===== config.mk =====
export PLATFORM = sky130hd
export DESIGN_NAME = sram_read_req_fifo_flat
export DESIGN_NICKNAME = d
export VERILOG_FILES = /design/src/rtl/sram_read_req_fifo_if.sv /design/src/rtl/sram_read_req_fifo.sv /design/src/flat_wrapper.sv
export SDC_FILE = /design/constraint.sdc
export NUM_CORES = 1
export LEC_CHECK = 0
export CORE_MARGIN = 5
export CORE_UTILIZATION = 62
export DETAILED_ROUTE_END_ITERATION = 10
export GPL_ROUTABILITY_DRIVEN = 0
export GPL_TIMING_DRIVEN = 0
export PLACE_DENSITY = 0.84
export SETUP_SLACK_MARGIN = 0.1
export SLEW_MARGIN = 20
export SYNTH_ARGS = -nofsm -noshare
export SYNTH_HDL_FRONTEND = slang
export SYNTH_SLANG_ARGS = --single-unit

===== constraint.sdc =====
create_clock -name CLK -period 8.81 [get_ports CLK]
set_input_delay 1.762 -clock CLK [delete_from_list [all_inputs] [get_ports CLK]]
set_output_delay 1.762 -clock CLK [all_outputs]
set_load 0.1 [all_outputs]

===== src/rtl/sram_read_req_fifo_if.sv =====
// Shared types and the scheduler/SRAM-read-path bundle for the SRAM read request queue.
package sram_read_req_pkg;
    localparam int DRAM_ID_WIDTH = 4;
    localparam int XBAR_W        = 8;

    typedef struct packed {
        logic [XBAR_W-1:0] slot_mask;
        logic [XBAR_W-1:0] shift_mask;
        logic [XBAR_W-1:0] valid_mask;
    } xbar_desc_t;

    typedef struct packed {
        logic       valid;
        logic       row_or_col;
        xbar_desc_t xbar;
    } sram_read_req_t;
endpackage

interface sram_read_req_fifo_if #(
    parameter int DEPTH = 8,
    parameter int ID_W  = sram_read_req_pkg::DRAM_ID_WIDTH
) ();
    localparam int CNT_W = $clog2(DEPTH) + 1;

    // push side (scheduler / DRAM request path)
    logic                                sched_write;
    logic                                be_dr_r_req_accepted;
    logic                                row_or_col;
    logic [ID_W-1:0]                     id;
    sram_read_req_pkg::xbar_desc_t       xbar_desc;
    // pop side (SRAM read path) and control
    logic                                be_sram_rd_req_accepted;
    logic                                flush;
    // status / head
    sram_read_req_pkg::sram_read_req_t   sram_read_req;
    logic [ID_W-1:0]                     sram_read_req_id;
    logic                                sram_read_req_latched;
    logic                                sram_read_queue_full;
    logic                                sram_read_queue_afull;
    logic [CNT_W-1:0]                    sram_read_queue_count;

    modport master (
        output sched_write, be_dr_r_req_accepted, row_or_col, id, xbar_desc,
               be_sram_rd_req_accepted, flush,
        input  sram_read_req, sram_read_req_id, sram_read_req_latched,
               sram_read_queue_full, sram_read_queue_afull, sram_read_queue_count
    );

    modport slave (
        input  sched_write, be_dr_r_req_accepted, row_or_col, id, xbar_desc,
               be_sram_rd_req_accepted, flush,
        output sram_read_req, sram_read_req_id, sram_read_req_latched,
               sram_read_queue_full, sram_read_queue_afull, sram_read_queue_count
    );
endinterface


===== src/rtl/sram_read_req_fifo.sv =====
// Circular-buffer queue of scratchpad SRAM read requests. Entries enter when the
// scheduler write and the DRAM read accept coincide; the head feeds the SRAM read path.
module sram_read_req_fifo
    import sram_read_req_pkg::*;
#(
    parameter int DEPTH        = 8,
    parameter int ID_W         = DRAM_ID_WIDTH,
    parameter int AFULL_THRESH = DEPTH - 2
) (
    input  logic                CLK,
    input  logic                nRST,
    sram_read_req_fifo_if.slave bus
);
    localparam int PTR_W = $clog2(DEPTH);
    localparam int CNT_W = PTR_W + 1;

    typedef struct packed {
        logic            row_or_col;
        logic [ID_W-1:0] id;
        xbar_desc_t      xbar;
    } entry_t;

    entry_t           mem [DEPTH];
    logic [PTR_W-1:0] wr_ptr;
    logic [PTR_W-1:0] rd_ptr;
    logic [CNT_W-1:0] count;
    logic             latched;

    logic   full;
    logic   afull;
    logic   valid;
    logic   push;
    logic   pop;
    entry_t head;

    // Status is decoded from the registered count only.
    assign full  = (count == CNT_W'(DEPTH));
    assign afull = (count >= CNT_W'(AFULL_THRESH));
    assign valid = (count != '0);

    // A full queue drops the push; flush wins over both directions.
    assign push = bus.sched_write & bus.be_dr_r_req_accepted & ~full & ~bus.flush;
    assign pop  = bus.be_sram_rd_req_accepted & valid & ~bus.flush;

    // Entry storage; not reset because the head is masked while empty.
    always_ff @(posedge CLK) begin
        if (push) begin
            mem[wr_ptr] <= '{row_or_col: bus.row_or_col, id: bus.id, xbar: bus.xbar_desc};
        end
    end

    // Pointers, occupancy and the push pulse.
    always_ff @(posedge CLK or negedge nRST) begin
        if (!nRST) begin
            wr_ptr  <= '0;
            rd_ptr  <= '0;
            count   <= '0;
            latched <= 1'b0;
        end else if (bus.flush) begin
            wr_ptr  <= '0;
            rd_ptr  <= '0;
            count   <= '0;
            latched <= 1'b0;
        end else begin
            wr_ptr  <= wr_ptr + PTR_W'(push);
            rd_ptr  <= rd_ptr + PTR_W'(pop);
            count   <= count + CNT_W'(push) - CNT_W'(pop);
            latched <= push;
        end
    end

    // Head presentation; all fields read as zero when the queue is empty.
    always_comb begin
        head              = mem[rd_ptr];
        bus.sram_read_req = '0;
        bus.sram_read_req_id = '0;
        if (valid) begin
            bus.sram_read_req.valid      = 1'b1;
            bus.sram_read_req.row_or_col = head.row_or_col;
            bus.sram_read_req.xbar       = head.xbar;
            bus.sram_read_req_id         = head.id;
        end
    end

    assign bus.sram_read_req_latched = latched;
    assign bus.sram_read_queue_full  = full;
    assign bus.sram_read_queue_afull = afull;
    assign bus.sram_read_queue_count = count;
endmodule


===== src/flat_wrapper.sv =====
// flat-port wrapper written by rule: the top's interface ports become plain ports
module sram_read_req_fifo_flat import sram_read_req_pkg::*;
#(
    parameter int DEPTH        = 8,
    parameter int ID_W         = DRAM_ID_WIDTH,
    parameter int AFULL_THRESH = DEPTH - 2
)
  (CLK, nRST, bus_sched_write, bus_be_dr_r_req_accepted, bus_row_or_col, bus_id, bus_xbar_desc, bus_be_sram_rd_req_accepted, bus_flush, bus_sram_read_req, bus_sram_read_req_id, bus_sram_read_req_latched, bus_sram_read_queue_full, bus_sram_read_queue_afull, bus_sram_read_queue_count);
  sram_read_req_fifo_if #(.DEPTH(DEPTH), .ID_W(ID_W)) bus_i ();
  input  logic CLK;
  input  logic nRST;
  input wire logic [$bits(bus_i.sched_write)-1:0] bus_sched_write;
  input wire logic [$bits(bus_i.be_dr_r_req_accepted)-1:0] bus_be_dr_r_req_accepted;
  input wire logic [$bits(bus_i.row_or_col)-1:0] bus_row_or_col;
  input wire logic [$bits(bus_i.id)-1:0] bus_id;
  input wire logic [$bits(bus_i.xbar_desc)-1:0] bus_xbar_desc;
  input wire logic [$bits(bus_i.be_sram_rd_req_accepted)-1:0] bus_be_sram_rd_req_accepted;
  input wire logic [$bits(bus_i.flush)-1:0] bus_flush;
  output wire logic [$bits(bus_i.sram_read_req)-1:0] bus_sram_read_req;
  output wire logic [$bits(bus_i.sram_read_req_id)-1:0] bus_sram_read_req_id;
  output wire logic [$bits(bus_i.sram_read_req_latched)-1:0] bus_sram_read_req_latched;
  output wire logic [$bits(bus_i.sram_read_queue_full)-1:0] bus_sram_read_queue_full;
  output wire logic [$bits(bus_i.sram_read_queue_afull)-1:0] bus_sram_read_queue_afull;
  output wire logic [$bits(bus_i.sram_read_queue_count)-1:0] bus_sram_read_queue_count;
  assign bus_i.sched_write = bus_sched_write;
  assign bus_i.be_dr_r_req_accepted = bus_be_dr_r_req_accepted;
  assign bus_i.row_or_col = bus_row_or_col;
  assign bus_i.id = bus_id;
  assign bus_i.xbar_desc = bus_xbar_desc;
  assign bus_i.be_sram_rd_req_accepted = bus_be_sram_rd_req_accepted;
  assign bus_i.flush = bus_flush;
  assign bus_sram_read_req = bus_i.sram_read_req;
  assign bus_sram_read_req_id = bus_i.sram_read_req_id;
  assign bus_sram_read_req_latched = bus_i.sram_read_req_latched;
  assign bus_sram_read_queue_full = bus_i.sram_read_queue_full;
  assign bus_sram_read_queue_afull = bus_i.sram_read_queue_afull;
  assign bus_sram_read_queue_count = bus_i.sram_read_queue_count;
  sram_read_req_fifo #(.DEPTH(DEPTH), .ID_W(ID_W), .AFULL_THRESH(AFULL_THRESH)) u_core (.CLK(CLK), .nRST(nRST), .bus(bus_i));
endmodule

# --- Word-level counts from Yosys, hierarchy flattened ---
# Memory sizes are Yosys's and may differ from the RTL's.
# Cells that the tools add are included.
# W data, S select, Z words.
word_totals:
  n_memories: 1
  register_bits: 11
  ramBits: 232
mem_list:
  columns: ["memory", "depth", "word_bits", "rd", "rd_ports_with_merged_regs", "wr", "line", "rtl"]
  rows:
  - ["u_core.mem", 8, 29, 1, 0, 1, "sram_read_req_fifo.sv:23", "entry_t mem [DEPTH];"]
classes:
  magnitude_cmp: 1
  addsub: 4
  bitwise: 7
  reduce_logical: 1
  n_eq_ne: 1
  mux: 8
ops:
  columns: ["op", "count"]
  rows:
  - ["$mux W26", 1]
  - ["$mux W4", 2]
  - ["$add A3 B1 Y3", 2]
  - ["$mux W3", 2]
  - ["$and A1 B1 Y1", 5]
  - ["$add A4 B1 Y4", 1]
  - ["$eq A4 B4 Y1 const B", 1]
  - ["$ge A4 B3 Y1 const B", 1]
  - ["$reduce_bool A4 Y1", 1]
  - ["$sub A4 B1 Y4", 1]
  - ["$mux W1", 3]
  - ["$not A1 Y1", 2]

# --- Depth between registers and ports, before layout ---
# Gate-level depths: netlist of the first run.
depth:
  depth_word: 7
  mapped_depth: 9

# --- Worst setup path before layout of the first run ---
# OpenSTA, ideal clock, no wires.
synth_timing:
  kind: "register to output"
  start: "register u_core.count[3], in the netlist u_core.bus.sram_read_queue_count[3]"
  end: "output bus_sram_read_queue_full"
  required_ns: 7.048
  arrival_ns: 3.504
  setup_slack_ns: 3.544
  path_stages_with_launch: 3
  path_cell_list: "dfrtp_1 ha_1 nor3b_1"
synth_via:
  elab_chain_cells: 1
synth_lines:
  columns: ["item", "line", "rtl"]
  rows:
  - ["start, declared", "sram_read_req_fifo.sv:26", "logic [CNT_W-1:0] count;"]
  - ["start signal, assigned", "sram_read_req_fifo.sv:67", "count <= count + CNT_W'(push) - CNT_W'(pop);"]
  - ["$eq A4 B4 Y1", "sram_read_req_fifo.sv:37", "assign full = (count == CNT_W'(DEPTH));"]
  - ["end, declared", "flat_wrapper.sv:22", "output wire logic [$bits(bus_i.sram_read_queue_full)-1:0] bus_sram_read_queue_full;"]
# No other way between the ends.

# --- Worst setup path in the final report of the first run ---
layout_timing:
  start: "register u_core.count[2], in the netlist u_core.bus.sram_read_queue_count[2]"
  end: "output bus_sram_read_req[9]"
layout_via:
  elab_chain_cells: 2
layout_lines:
  columns: ["item", "line", "rtl"]
  rows:
  - ["$reduce_bool A4 Y1", "sram_read_req_fifo.sv:39", "assign valid = (count != '0);"]
  - ["$mux W26", "sram_read_req_fifo.sv:77", "if (valid) begin"]
  - ["end, declared", "flat_wrapper.sv:19", "output wire logic [$bits(bus_i.sram_read_req)-1:0] bus_sram_read_req;"]
# No other way between the ends.

==> impl_metrics.toml, run 1 <==
[outcome]
status = "finished clean"

[power]
p_seq_frac = 0.382
peakVddDrop_mv = 0.261
p_int_mw = 2.17
combPwrFrac = 0.339
p_leak_nw = 3.79
p_per_area_nw_per_um2 = 296
power_mw = 3.39
clockPowerShare = 0.279
power_switching_mw = 1.22
swShare = 0.361

[floorplan]
io_pins = 72
chipWidth_um = 134
die_h_um = 134
row_count = 45
die_area_um2 = 17900
core_area_um2 = 15100
start_util = 0.628

[layout]
area_delta_synth_final_pct = 20.8
multiInputGateArea_um2 = 2100
mostFrequentLayoutCell = "edfxtp_1"
layout_common_cells = "232 x edfxtp_1, 71 x clkdlybuf4s50_1, 34 x mux4_2, 29 x a22o_1, 25 x clkbuf_16"
fillers = 797
nets = 567
seqCellArea_um2 = 7240
design_area_um2 = 11400
diodes = 0
layout-drive-gt1-share = 0.191

[clock_network]
cts_buffers = 24
clock_sinks = 243
max-clock-path-buffers = 3
htreeDepth = 1
clkLatencyLatePin_ps = 510
cts_setup_buffers = 0
cts_resized = 0
root_buffer = "clkbuf_16"
path_clk_slew_ps = 60
hold_buffers = 0
tritoncts = "yes"

[yosys]
synth.top_cell.area_share = 0.735
ys_warn_count = 0
netlist_instances = 411
yosysTopAreaCell = "edfxtp_1"
synth_nets = 456
syn_area_um2 = 9480
ys_seq_area_frac = 0.764
yosysUniqueCellTypes = 29
synth.area.top_cells = "edfxtp_1 74%, mux4_2 8.1%, mux4_1 6.7%"
avgSynthCellArea_um2 = 23.1
ys_ff_latch = 243

[sta]
fmax_mhz = 187
setup_viol = 0
hold_violations = 0
worstMarginPinSlew_ps = 1000
setup_tns_ps = 0
slew_viol_final = 0
grt_setup_unrepaired = "no"
period_minus_slack_ps = 5360
max_slew_margin = 0.329
timing.final.ws_setup_ps = 3450
finalCritPeriodShare = 0.608
finalClockSkew_ps = 6.03

[setup_path]
critical_path_arrival_ps = 3600
cp_max_fo = 10
crit_type = "reg2out"
worst_setup_path_end_kind = "output pin"
crit_required_ps = 7050
startpoint_type = "flip-flop"

[routing]
wl_met3_mm = 1.26
wl_met2_mm = 10.9
highest_layer = "met4"
first_pass_iters = 5
wirelength_mm = 20.4
drt_iter0_drc = 402
wl_met1_mm = 7.64
drc = 0
via_count = 4654
viasPerCell = 6.40
ant_nets = 0
wl_per_cell_um = 28.0

[global_route]
antenna_found_initial = 0
grt_pass1_wl_mm = 31.4
grt_start_max_net_pins = 19
grt_usage = 0.239
grt_pass1_vias = 5201
grt-ovfl-total = 0

[place]
dp_hpwl_mm = 12.2
place_area_um2 = 10700
port_buffers = 71
dpl_worst_slack_ps = 4030

[flow_run]
maxCapViolations = 0

[min_path]
hp-class = "reg2reg"
[metal layers]
metal	vias up	track usage
met2	207	0.429
met5	-	0
li1	1977	-
met1	2428	0.301
met3	42	0.0415
met4	0	0.0754
[critical path: stages, from the launching register on]
cell and delay, ps:
dfrtp_1 390, inv_1 100, ha_1 190, nor3b_2 200, nor2b_1 210, clkbuf_1 560, a22o_1 270, clkdlybuf4s50_1 1160
[sequential cells by signal (all words and copies together), names as in the netlist]
| signal | flops |
|---|---|
| u_core.mem | 232 |
| u_core.wr_ptr | 3 |
| u_core.rd_ptr | 3 |
| u_core.bus.sram_read_queue_count | 4 |
| u_core.bus.sram_read_req_latched | 1 |
[power by group through the flow]
stage                     combinational (mW)  clock, mW  sequential (mW)
after CTS                               1.16      0.960             1.30
after global routing                    1.19       1.01             1.30
after detailed placement                1.15          0             1.32
after floorplan                        0.838          0             1.36
final                                   1.15      0.948             1.30
after global placement                  1.13          0             1.32
[path summary, 6_finish.rpt]
check | startpoint | to | slack [ps] | depth (start not counted)
max | u_core.bus.sram_read_queue_count[2] | bus_sram_read_req[9] | 3450 | 7
min | u_core.rd_ptr[2] | u_core.rd_ptr[2] | 570 | 2
max reg2reg | u_core.bus.sram_read_queue_count[2] | u_core.mem[1][11] | 5630 | 9
min reg2reg | u_core.rd_ptr[2] | u_core.rd_ptr[2] | 570 | 2
max in group asynchronous | nRST | u_core.rd_ptr[1] | 6850 | 1
min in group asynchronous | nRST | u_core.bus.sram_read_req_latched | 1600 | 1
[Yosys cell counts]
| library cell | number |
|---|---|
| xnor2_1 | 3 |
| nand2_1 | 6 |
| buf_6 | 4 |
| mux2_2 | 1 |
| a21o_1 | 1 |
| nor3_1 | 3 |
| nor2b_1 | 7 |
| or4_1 | 1 |
| fa_1 | 1 |
| nor3b_1 | 2 |
| dfrtp_1 | 11 |
| or3_1 | 2 |
| a22o_1 | 29 |
| ha_1 | 9 |
| clkbuf_1 | 4 |
| a21oi_1 | 2 |
| nand2b_1 | 3 |
| buf_4 | 2 |
| o21ai_0 | 1 |
| buf_12 | 3 |
| buf_2 | 6 |
| buf_1 | 2 |
| mux4_1 | 24 |
| or4b_1 | 1 |
| mux4_2 | 34 |
| edfxtp_1 | 232 |
| nor3b_2 | 1 |
| inv_1 | 5 |
| nor2_1 | 11 |
[kinds of logic (layout without fill, tap and decap cells)]
logic type / Yosys count / in the layout / synth area share
flip-flops: 243 / 243 / 0.764
multiplexers: 59 / 59 / 0.149
AND/OR/NAND/NOR: 37 / 37 / 0.0210
AO/OA/AOI/OAI: 33 / 33 / 0.0292
buffers and inverters: 26 / 154 / 0.0202
adder cells (fa/ha/maj): 10 / 10 / 0.0140
XOR/XNOR: 3 / 3 / 0.00277
[layout make-up]
| type | count | area share |
|---|---|---|
| well taps | 188 | 0.0205 |
| repair buffers | 85 | 0.0834 |
| plain buffers | 21 | 0.0151 |
| flip-flops and latches | 243 | 0.633 |
| multi-input cells | 142 | 0.183 |
| inverters | 5 | 0.00164 |
| clock inverters | 14 | 0.00765 |
| clock buffers | 29 | 0.0560 |
[per-stage QoR]
stage | hold slack (ps) | util | cells
finish | 567 | 0.759 | 727
global route | 610 | 0.759 | 727
detailed placement | 546 | 0.710 | 684
CTS | 563 | 0.759 | 727
floorplan | 523 | - | 411
global placement | 546 | 0.691 | 670
No activity file was read; power rests on OpenSTA's default activity.
==> inputs of run 2 (changes only) <==
--- a/config.mk
+++ b/config.mk
@@ -6,11 +6,11 @@
 export NUM_CORES = 1
 export LEC_CHECK = 0
 export CORE_MARGIN = 5
-export CORE_UTILIZATION = 62
+export CORE_UTILIZATION = 52
 export DETAILED_ROUTE_END_ITERATION = 10
 export GPL_ROUTABILITY_DRIVEN = 0
 export GPL_TIMING_DRIVEN = 0
-export PLACE_DENSITY = 0.84
+export PLACE_DENSITY = 0.75
 export SETUP_SLACK_MARGIN = 0.1
 export SLEW_MARGIN = 20
 export SYNTH_ARGS = -nofsm -noshare
==> constraint.sdc (replaced) <==
create_clock -name CLK -period 4.3 [get_ports CLK]
set_input_delay 0.86 -clock CLK [delete_from_list [all_inputs] [get_ports CLK]]
set_output_delay 0.86 -clock CLK [all_outputs]
set_load 0.1 [all_outputs]
==> run 2 against run 1 <==
  * Final area decreased by 0.27%
  * Critical path type unchanged
  * Clock power is 99% higher
  * Critical endpoint is now bus_sram_read_req[12]
  * Power rose by 100%
  * Final cell count is 4.7% higher
  * Register-to-register slack got worse by 4200 ps
  * Die area increased by 18%
  * Largest power group unchanged
  * First-iteration DRC count down 8.5%
  * Non-clock buffer count decreased by 4
  * Core utilization shrank 12 points
  * Hold slack gained 16 ps
==> impl_metrics.toml, run 2 (synthesized netlist as in run 1, its figures left out) <==
[layout]
largest-register = "u_core.mem"
layout-drive-gt1-share = 0.224
layout_common_cells = "232 x edfxtp_1, 42 x clkdlybuf4s50_1, 34 x mux4_2, 29 x a22o_1"
utilization = 0.636
nets = 563
largest_register_ffs = 232
mostFrequentLayoutCell = "edfxtp_1"
design_area_um2 = 11400
area_delta_synth_final_pct = 20.5
diodes = 0

[setup_path]
worstSetupStartpoint = "u_core.bus.sram_read_queue_count[2]"
crit_chain = "inv_1 > ha_1 > nor3b_2 > nor2b_1 > clkbuf_1 > a22o_1 > clkbuf_2"
crit_required_ps = 3440
startpoint_type = "flip-flop"
cp_max_fo = 10
rr_endpoint = "u_core.mem[1][11]"
crit_type = "reg2out"
path_delay_family = "buffers and inverters"
r2r-start = "u_core.bus.sram_read_queue_count[2]"
timing.reg2reg.setup_slack_ps = 1390
critical_path_arrival_ps = 2950
reg2reg_depth = 7
cp_slowest_cell = "clkbuf_1"
worst_setup_path_end_kind = "output pin"
crit_buf_inv = 3
cpPeakStageDelay_ps = 550

[global_route]
antenna_found_initial = 0
grt_usage = 0.180
grt-ovfl-total = 0
grt_pass1_wl_mm = 29.2
grt_start_max_net_pins = 19
grt_pass1_vias = 4998

[place]
dpl_worst_slack_ps = 353
dp_hpwl_mm = 11.9
place_area_um2 = 10800
port_buffers = 71

[outcome]
status = "finished clean"

[routing]
viasPerCell = 5.91
ant_nets = 0
drt_iter0_drc = 368
drc = 0
first_pass_iters = 4
wirelength_mm = 19.0
via_count = 4498
wl_per_cell_um = 25.0

[sta]
period_minus_slack_ps = 3810
setup_tns_ps = 0
fmax_mhz = 263
finalCritPeriodShare = 0.885
grt_setup_unrepaired = "no"
setup_viol = 0
max_slew_margin = 0.348
worstMarginPinSlew_ps = 974
timing.final.ws_setup_ps = 494
hold_violations = 0
finalClockSkew_ps = 6.95
slew_viol_final = 0

[clock_network]
htreeDepth = 1
max-clock-path-buffers = 3
clkLatencyLatePin_ps = 510
cts_buffers = 24
cts_setup_buffers = 0
clock_sinks = 243
hold_buffers = 0
tritoncts = "yes"
path_clk_slew_ps = 60
root_buffer = "clkbuf_16"
cts_resized = 22

[floorplan]
die_area_um2 = 21000
io_pins = 72
row_count = 49
start_util = 0.527
die_h_um = 145
core_area_um2 = 18000
chipWidth_um = 145

[min_path]
worstHoldStart = "u_core.rd_ptr[2]"
hp-class = "reg2reg"
hold_end = "u_core.rd_ptr[2]"
worst_hold_path.num_cells = 2

[power]
p_per_area_nw_per_um2 = 595
peakVddDrop_mv = 0.451
p_leak_nw = 3.90

[flow_run]
maxCapViolations = 0
[run 2: stage by stage]
stage,power [mW],std cells,hold WS (ps)
2_1_floorplan,4.50,411,523
5_1_grt,7.05,761,635
3_5_place_dp,5.07,721,576
4_1_cts,6.89,761,589
3_3_place_gp,5.03,711,549
6_report,6.80,761,583
[run 2: worst max path at each step]
stage                                        to  slack [ps]  depth (start not counted)
final                     bus_sram_read_req[12]         490                          7
after floorplan                u_core.mem[7][0]         230                          5
after detailed placement  bus_sram_read_req[12]         350                          7
after CTS                 bus_sram_read_req[12]          80                          7
after global routing      bus_sram_read_req[17]         300                          7
after global placement        u_core.mem[3][10]        -710                          3
[run 2: power by group]
| part | internal (mW) | switching (mW) | total (mW) |
|---|---|---|---|
| logic | 0.615 | 1.64 | 2.26 |
| registers | 2.63 | 0.0219 | 2.65 |
| clock network | 1.08 | 0.811 | 1.89 |
| total | 4.32 | 2.48 | 6.80 |
[run 2: layout make-up]
type,count,area [um2]
buffer,21,173
clock buffer,29,619
clock inverter,11,83.8
fill,1182,6550
inverter,5,18.8
multi-input combinational,142,2110
sequential,243,7240
tap,229,287
timing repair buffer,81,880
[run 2: per-layer routing]
layer | part of all wire | vias up | global-route usage
met3 | 0.072 | 28 | 0.0387
met5 | 0 | - | 0
met4 | 0.016 | 0 | 0.0419
met1 | 0.37 | 2342 | 0.221
li1 | - | 1966 | -
met2 | 0.55 | 162 | 0.328
[run 2: tightest hold or removal path, delay by kind of cell, from the launching register on]
family	cells	cell delay (ps)
XOR/XNOR	1	130
flip-flops	1	370
AND/OR/NAND/NOR	1	40
==> inputs of run 3 (changes only) <==
--- a/config.mk
+++ b/config.mk
@@ -10,7 +10,7 @@
 export DETAILED_ROUTE_END_ITERATION = 10
 export GPL_ROUTABILITY_DRIVEN = 0
 export GPL_TIMING_DRIVEN = 0
-export PLACE_DENSITY = 0.75
+export PLACE_DENSITY = 0.84
 export SETUP_SLACK_MARGIN = 0.1
 export SLEW_MARGIN = 20
 export SYNTH_ARGS = -nofsm -noshare
==> run 3 against run 2 <==
  * Register-to-register slack gained 210 ps
  * Fmax fell by 7.1%
  * Clock skew grew 4.8 ps
  * Clock power rose by 3%
  * Die area is the same
  * Sequential cell count unchanged
  * Sequential share of layout area barely moved
  * Sequential power about the same
==> impl_metrics.toml, run 3 (synthesized netlist as in run 1, its figures left out) <==
[routing]
via_count = 4488
ant_nets = 0
viasPerCell = 5.87
wirelength_mm = 19.0
wl_per_cell_um = 24.9
drt_iter0_drc = 377
first_pass_iters = 5
drc = 0

[min_path]
hp-class = "reg2reg"

[clock_network]
htreeDepth = 1
cts_buffers = 24
max-clock-path-buffers = 3
path_clk_slew_ps = 60
clkLatencyLatePin_ps = 510
root_buffer = "clkbuf_16"
tritoncts = "yes"
hold_buffers = 0
cts_resized = 20
clock_sinks = 243
cts_setup_buffers = 0

[floorplan]
start_util = 0.527
chipWidth_um = 145
io_pins = 72
row_count = 49
die_h_um = 145
die_area_um2 = 21000
core_area_um2 = 18000

[power]
p_leak_nw = 3.80
p_int_mw = 4.38
p_per_area_nw_per_um2 = 601
swShare = 0.362
power_switching_mw = 2.48
p_seq_frac = 0.387
clockPowerShare = 0.283
peakVddDrop_mv = 0.477
combPwrFrac = 0.329

[setup_path]
cp_slowest_cell = "clkdlybuf4s50_1"
crit_chain = "inv_1 > ha_1 > nor3b_2 > nor2b_1 > buf_4 > a22o_1 > clkdlybuf4s50_1"
critical_path_arrival_ps = 3240
worst_setup_path_end_kind = "output pin"
startpoint_type = "flip-flop"
cp_max_fo = 10
crit_type = "reg2out"
cpPeakStageDelay_ps = 1140
crit_required_ps = 3440
path_delay_family = "buffers and inverters"
crit_buf_inv = 3

[layout]
area_delta_synth_final_pct = 20.4
multiInputGateArea_um2 = 2110
nets = 563
layout-drive-gt1-share = 0.228
fillers = 1156
layout_common_cells = "232 x edfxtp_1, 50 x clkdlybuf4s50_1, 34 x mux4_2, 29 x a22o_1, 25 x clkbuf_16"
mostFrequentLayoutCell = "edfxtp_1"
largest_register_ffs = 232
seqCellArea_um2 = 7240
largest-register = "u_core.mem"

[global_route]
grt_pass1_wl_mm = 29.3
grt_pass1_vias = 4955
antenna_found_initial = 1
grt-ovfl-total = 0
grt_start_max_net_pins = 18
grt_usage = 0.181

[sta]
worstMarginPinSlew_ps = 985
hold_ws_ps = 578
setup_viol = 0
setup_tns_ps = 0
hold_violations = 0
finalClockSkew_ps = 11.7
grt_setup_unrepaired = "no"
period_minus_slack_ps = 4100
max_slew_margin = 0.341
finalCritPeriodShare = 0.953
fmax_mhz = 244
slew_viol_final = 0

[place]
dp_hpwl_mm = 12.0
port_buffers = 71

[flow_run]
maxCapViolations = 0

[outcome]
status = "finished clean"
[run 3: cell types whose count changed in the layout (fill, tap and decap cells not counted), sizes merged]
cell and delta:
bufinv -1, clkbuf +8, clkdlybuf4s50 +8, clkinv -5
diode +1, dlymetal6s2s -8
[run 3: layout make-up]
cell class | instances | share of cell area
timing repair buffer | 81 | 0.0735
tap | 229 | 0.0251
multi-input combinational | 142 | 0.185
buffer | 21 | 0.0151
inverter | 5 | 0.00164
clock buffer | 37 | 0.0623
sequential | 243 | 0.635
antenna | 1 | 0.000219
clock inverter | 5 | 0.00230
[run 3: metal layers]
layer | share of wire | GRT usage
met5 | 0 | 0
met4 | 0.018 | 0.0428
met3 | 0.058 | 0.0368
met2 | 0.53 | 0.313
met1 | 0.39 | 0.238
[run 3: tightest hold or removal path, stage by stage, from the launching register on]
cell	delay, ps
dfrtp_1	380
xnor2_1	130
nor2_1	40
[run 3: power by group through the flow]
stage / combinational (mW) / sequential, mW / clock (mW)
3_5_place_dp: 2.36 / 2.70 / 0
4_1_cts: 2.30 / 2.65 / 1.97
5_1_grt: 2.36 / 2.66 / 2.07
6_report: 2.26 / 2.65 / 1.94
3_3_place_gp: 2.32 / 2.70 / 0
2_1_floorplan: 1.72 / 2.78 / 0
[run 3: stage by stage]
stage | cells | power [mW] | worst slack (ps) | instance area [um2] | util
after floorplan | 411 | 4.50 | 231 | 9490 | -
after global placement | 711 | 5.02 | -541 | 10500 | 0.584
after detailed placement | 721 | 5.06 | 378 | 10800 | 0.600
after CTS | 763 | 6.92 | 82.7 | 11500 | 0.639
after global routing | 764 | 7.08 | 113 | 11400 | 0.635
final | 764 | 6.86 | 203 | 11400 | 0.635
[run 3: final timing paths]
| kind | startpoint | endpoint | slack (ps) | cells past startpoint |
|---|---|---|---|---|
| hold / removal | u_core.rd_ptr[2] | u_core.rd_ptr[2] | 580 | 2 |
| setup reg to reg | u_core.bus.sram_read_queue_count[2] | u_core.mem[1][22] | 1600 | 7 |
| setup / recovery | u_core.bus.sram_read_queue_count[2] | bus_sram_read_req[7] | 200 | 7 |
| min in group asynchronous | nRST | u_core.bus.sram_read_queue_count[1] | 720 | 1 |
| hold reg to reg | u_core.rd_ptr[2] | u_core.rd_ptr[2] | 580 | 2 |
| max in group asynchronous | nRST | u_core.rd_ptr[0] | 3200 | 1 |
